[src/rtl/debug_step_ctrl.sv]
// Purpose: turns debounced key pulses into a single-cycle CPU clock-enable (step / run / burst / halt capture).
// Latency: one cycle from a pulse or cpu_halt to the registered cpu_ce and state; step_count trails cpu_ce by one cycle.
// Backpressure: none; lower-priority or ignored pulses are dropped, never queued.
module debug_step_ctrl #(
    parameter int RUN_DIV   = 50000000,
    parameter int DIV_W     = 26,
    parameter int BURST_LEN = 16,
    parameter int CNT_W     = 16
) (
    input  logic             clk,
    input  logic             rst,
    input  logic             step_pulse,
    input  logic             run_pulse,
    input  logic             burst_pulse,
    input  logic             cpu_halt,
    output logic             cpu_ce,
    output logic             running,
    output logic             halted,
    output logic [1:0]       state,
    output logic [CNT_W-1:0] step_count
);

    typedef enum logic [1:0] {
        ST_PAUSE  = 2'd0,
        ST_RUN    = 2'd1,
        ST_BURST  = 2'd2,
        ST_HALTED = 2'd3
    } state_t;

    // burst_left only ever holds BURST_LEN-1 down to 0
    localparam int                BL_W     = (BURST_LEN > 1) ? $clog2(BURST_LEN) : 1;
    localparam logic [DIV_W-1:0]  DIV_LAST = DIV_W'(RUN_DIV - 1);
    localparam logic [BL_W-1:0]   BL_FIRST = BL_W'(BURST_LEN - 1);

    state_t            r_state;
    logic              r_ce;
    logic [DIV_W-1:0]  r_div;
    logic [BL_W-1:0]   r_burst_left;
    logic [CNT_W-1:0]  r_count;

    state_t            w_state_nxt;
    logic              w_ce_nxt;
    logic [DIV_W-1:0]  w_div_nxt;
    logic [BL_W-1:0]   w_bl_nxt;

    // State, enable, divider and burst counter registers
    always_ff @(posedge clk or posedge rst) begin
        if (rst) begin
            r_state      <= ST_PAUSE;
            r_ce         <= 1'b0;
            r_div        <= '0;
            r_burst_left <= '0;
        end else begin
            r_state      <= w_state_nxt;
            r_ce         <= w_ce_nxt;
            r_div        <= w_div_nxt;
            r_burst_left <= w_bl_nxt;
        end
    end

    // Next-state decode; priority is cpu_halt > run > burst > step
    always_comb begin
        w_state_nxt = r_state;
        w_ce_nxt    = 1'b0;
        w_div_nxt   = r_div;
        w_bl_nxt    = r_burst_left;
        if (r_state != ST_HALTED && cpu_halt) begin
            w_state_nxt = ST_HALTED;
            w_div_nxt   = '0;
            w_bl_nxt    = '0;
        end else begin
            case (r_state)
                ST_PAUSE: begin
                    if (run_pulse) begin
                        w_state_nxt = ST_RUN;
                        w_div_nxt   = '0;
                    end else if (burst_pulse) begin
                        w_state_nxt = ST_BURST;
                        w_ce_nxt    = 1'b1;
                        w_bl_nxt    = BL_FIRST;
                    end else if (step_pulse) begin
                        w_ce_nxt    = 1'b1;
                    end
                end
                ST_RUN: begin
                    if (run_pulse) begin
                        w_state_nxt = ST_PAUSE;
                        w_div_nxt   = '0;
                    end else if (r_div == DIV_LAST) begin
                        w_div_nxt   = '0;
                        w_ce_nxt    = 1'b1;
                    end else begin
                        w_div_nxt   = r_div + 1'b1;
                    end
                end
                ST_BURST: begin
                    if (run_pulse) begin
                        w_state_nxt = ST_PAUSE;
                        w_bl_nxt    = '0;
                    end else if (r_burst_left == '0) begin
                        w_state_nxt = ST_PAUSE;
                    end else begin
                        w_ce_nxt    = 1'b1;
                        w_bl_nxt    = r_burst_left - 1'b1;
                    end
                end
                default: begin
                    // HALTED: sticky until reset, enable held low
                end
            endcase
        end
    end

    // Count every issued enable, including one already high when halt is captured
    always_ff @(posedge clk or posedge rst) begin
        if (rst) begin
            r_count <= '0;
        end else if (r_ce) begin
            r_count <= r_count + 1'b1;
        end
    end

    assign cpu_ce     = r_ce;
    assign state      = r_state;
    assign running    = (r_state == ST_RUN) || (r_state == ST_BURST);
    assign halted     = (r_state == ST_HALTED);
    assign step_count = r_count;

endmodule
[config.mk]
export PLATFORM = sky130hd
export DESIGN_NAME = debug_step_ctrl
export DESIGN_NICKNAME = d
export VERILOG_FILES = /design/src/rtl/debug_step_ctrl.sv
export SDC_FILE = /design/constraint.sdc
export NUM_CORES = 1
export LEC_CHECK = 0
export ABC_AREA = 1
export ABC_CLOCK_PERIOD_IN_PS = 1700
export CAP_MARGIN = 20
export CORE_ASPECT_RATIO = 1.4
export CORE_MARGIN = 8
export CORE_UTILIZATION = 52
export DETAILED_ROUTE_END_ITERATION = 6
export PLACE_DENSITY = 0.83
export SYNTH_ARGS = -nofsm -noshare
export SYNTH_HDL_FRONTEND = slang
export SYNTH_SLANG_ARGS = --single-unit
[constraint.sdc]
create_clock -name clk -period 1.7 [get_ports clk]
set_input_delay 0.17 -clock clk [delete_from_list [all_inputs] [get_ports clk]]
set_output_delay 0.17 -clock clk [all_outputs]
set_load 0.005 [all_outputs]
==> impl_metrics.py <==
metrics = {
    "run_status": {
        "status": "finished clean",
    },
    "yosys": {
        "yosysSeqAreaShare": 0.3937,
        "syn_area_mm2": 0.003114,
        "synthArstFlopShare": 1.000,
        "synthFlopType": "dfrtp_1",
        "syn-num-nets": 446,
        "synth_edf_count": 0,
        "ys_warn_count": 0,
        "postSynthCellCount": 431,
        "synth_cell_types": 29,
        "ys_ff_latch": 49,
        "syn_area_per_cell_um2": 7.226,
    },
    "timing": {
        "min_period_ps": 1686,
        "hold_violations": 0,
        "fmax_ghz": 0.5933,
        "slew_viol_final": 0,
        "maxSlewHeadroom": 0.8049,
        "fin_worst_skew_ps": 9.327,
        "tightest_slew_ps": 290.5,
        "finalSetupViolCount": 0,
        "finalSetupTns_ps": 0,
        "timing.final.crit_share": 0.9915,
        "rsz0062_at_grt": "yes",
    },
    "drt": {
        "drt_iter0_markers": 243,
        "first_pass_iters": 4,
        "routed_wl_um": 8082,
        "drtAntennaViolNets": 0,
        "drc_errors": 0,
        "vias": 2990,
        "routed_via_density": 5.397,
        "wl_per_cell_um": 14.59,
    },
    "worst_setup_path": {
        "path_max_fanout": 19,
        "r2r-end": "r_div[14]$_DFFE_PP0P_",
        "r2r_start": "state[0]$_DFFE_PP0P_",
        "cp_data_required_time_ps": 1900,
        "r2r_slack_ps": 10,
        "cp-end-kind": "flop",
        "cp.arrival_ps": 1890,
        "worst_r2r_path_depth": 9,
        "criticalPathCategory": "flop to flop",
        "crit_path_start_kind": "flop",
    },
    "floorplanning": {
        "die_w_um": 81.41,
        "fp.coreArea_mm2": 0.005822,
        "num_io_pins": 27,
        "die_h_um": 107.6,
        "dieArea_mm2": 0.008756,
        "start_util": 0.5349,
        "core.rowCount": 33,
    },
    "final_layout": {
        "register_area_mm2": 0.001227,
        "num-nets-final": 498,
        "fin_cells": 554,
        "fill_cells": 486,
        "drive_gt1_frac": 0.1653,
        "multiInputGateArea_mm2": 0.001733,
        "final_cell_area_mm2": 0.003812,
        "syn2layout_area_growth_pct": 22.42,
        "antenna_cells": 0,
    },
    "clock_network": {
        "clock-sinks": 49,
        "cts_buffer_depth": 2,
        "htree_levels": 2,
        "cts_hold_buffers": 0,
        "tritoncts": "yes",
        "root_buffer": "clkbuf_8",
        "path_clk_slew_ps": 90,
        "numCtsBuffers": 5,
        "clk_latency_ps": 310,
    },
    "placement": {
        "dp_hpwl_um": 5667,
        "placed_area_mm2": 0.003562,
        "place_congestion": 0.9203,
        "placed_cells": 540,
        "io_buffer_count": 26,
    },
    "global_routing": {
        "grtUsageMet2": 0.3354,
        "grt_overflow_total": 0,
        "grt_max_degree": 50,
        "grt_use_met3": 0.02843,
        "antenna_found_initial": 0,
        "grt_pass1_vias": 3055,
        "grt_pass1_wl_um": 13340,
        "busiest_layer": "met2",
        "track_usage": 0.1890,
        "use_met1": 0.2089,
    },
    "flow_run": {
        "drv_cap": 0,
    },
    "power": {
        "p_sw_frac": 0.4213,
        "clock_power_share": 0.166,
        "power_frac_seq": 0.344,
        "comb_power_share": 0.490,
        "vdd_drop_max_uv": 853.4,
        "p_switching_mw": 1.776,
        "power_density_mw_per_mm2": 1106,
        "total_power_mw": 4.215,
        "p_leak_nw": 1.782,
        "p_int_mw": 2.440,
    },
    "min_path": {
        "hold_path_class": "primary input to asynchronous set/reset pin",
    },
}
power groups by stage:
stage               combinational [mW]  sequential [mW]  clock [mW]
detailed placement                1.74             1.47           0
global route                      2.24             1.47       0.766
floorplan                         1.14             1.46           0
finish                            2.07             1.45       0.698
CTS                               1.87             1.44       0.716
global placement                  1.66             1.46           0
worst max path at each step:
stage,slack [ps],depth (start not counted),to,startpoint
2_1_floorplan,20,9,r_div[7]$_DFFE_PP0P_,state[0]$_DFFE_PP0P_
5_1_grt,-70,9,r_div[20]$_DFFE_PP0P_,r_div[0]$_DFFE_PP0P_
3_3_place_gp,20,8,r_burst_left[1]$_DFFE_PP0P_,run_pulse
4_1_cts,0.4,3,halted,state[0]$_DFFE_PP0P_
3_5_place_dp,-40,10,r_div[24]$_DFFE_PP0P_,state[0]$_DFFE_PP0P_
6_report,10,9,r_div[14]$_DFFE_PP0P_,state[0]$_DFFE_PP0P_
Yosys cell counts (2+ instances only):
library cell    n  share of area
inv_1          60          0.072
xnor2_1         3         0.0084
nand2_1       127           0.15
nand3_1        30          0.048
nor3_1         12          0.019
nand2_2         4         0.0080
dfrtp_1        49           0.39
nand4_1        10          0.020
nor2_4          5          0.018
xor2_1         16          0.045
nor2_2          8          0.016
o21ai_0        12          0.019
a21boi_0        2         0.0048
nand2_4         4          0.014
a21oi_1         5         0.0080
nand3b_1        4         0.0096
ha_1            9          0.036
nor2_1         60          0.072
area by class of cell:
class	instances	area share
Multi-Input combinational cell	318	0.4545
Sequential cell	49	0.3220
Timing Repair Buffer	47	0.1132
Inverter	62	0.06433
Tap cell	70	0.02297
Clock buffer	6	0.01904
Clock inverter	2	0.003938
metal layers:
metal / part of all wire / wire [µm] / vias to the layer above
met5: 0 / 0 / -
li1: - / - / 1447
met3: 0.055 / 444 / 23
met1: 0.40 / 3201 / 1424
met4: 0.031 / 254 / 0
met2: 0.52 / 4182 / 96
placed cells by master, fill, tap and decap left out, types with 11 or more instances in the layout:
cell               n
nand2_1          122
inv_1             57
nor2_1            52
dfrtp_1           48
nand3_1           30
clkdlybuf4s50_1   24
buf_4             20
xor2_1            16
nor2_2            16
o21ai_0           11
sequential cells by signal, summed over array words and instances (netlist names):
| signal | flops |
|---|---|
| state | 2 |
| step_count | 16 |
| r_burst_left | 4 |
| r_div | 26 |
| cpu_ce | 1 |
per-stage QoR:
stage          hold slack, ps    util  setup WS, ps
2_1_floorplan           380.0       -         16.76
3_3_place_gp            460.3  0.6119         20.78
3_5_place_dp            464.0  0.6119        -43.12
4_1_cts                 235.7  0.6353        0.3508
5_1_grt                 244.6  0.6548        -73.02
6_report                217.3  0.6548         14.47
critical path, stage by stage, from the launching register on:
cell	delay, ps
dfrtp_1	440
buf_4	160
ha_1	210
nor2_2	140
nand2_4	100
nand2_8	120
inv_8	80
nand2_1	90
xor2_1	180
nor2_2	60
logic make-up after synthesis:
group                    synth area share
XOR/XNOR                          0.05344
flip-flops                         0.3937
adder cells (fa/ha/maj)           0.03616
buffers and inverters             0.08919
AO/OA/AOI/OAI                     0.04179
AND/OR/NAND/NOR                    0.3857
what timing repair did:
action                                  4_1_cts  5_1_grt
pin swaps                                     3        6
endpoints found under the setup margin       18       32
resized for setup                             6       28
buffers inserted                              3        2
cloned                                        1        0
Power figures use the tool's default switching activity.
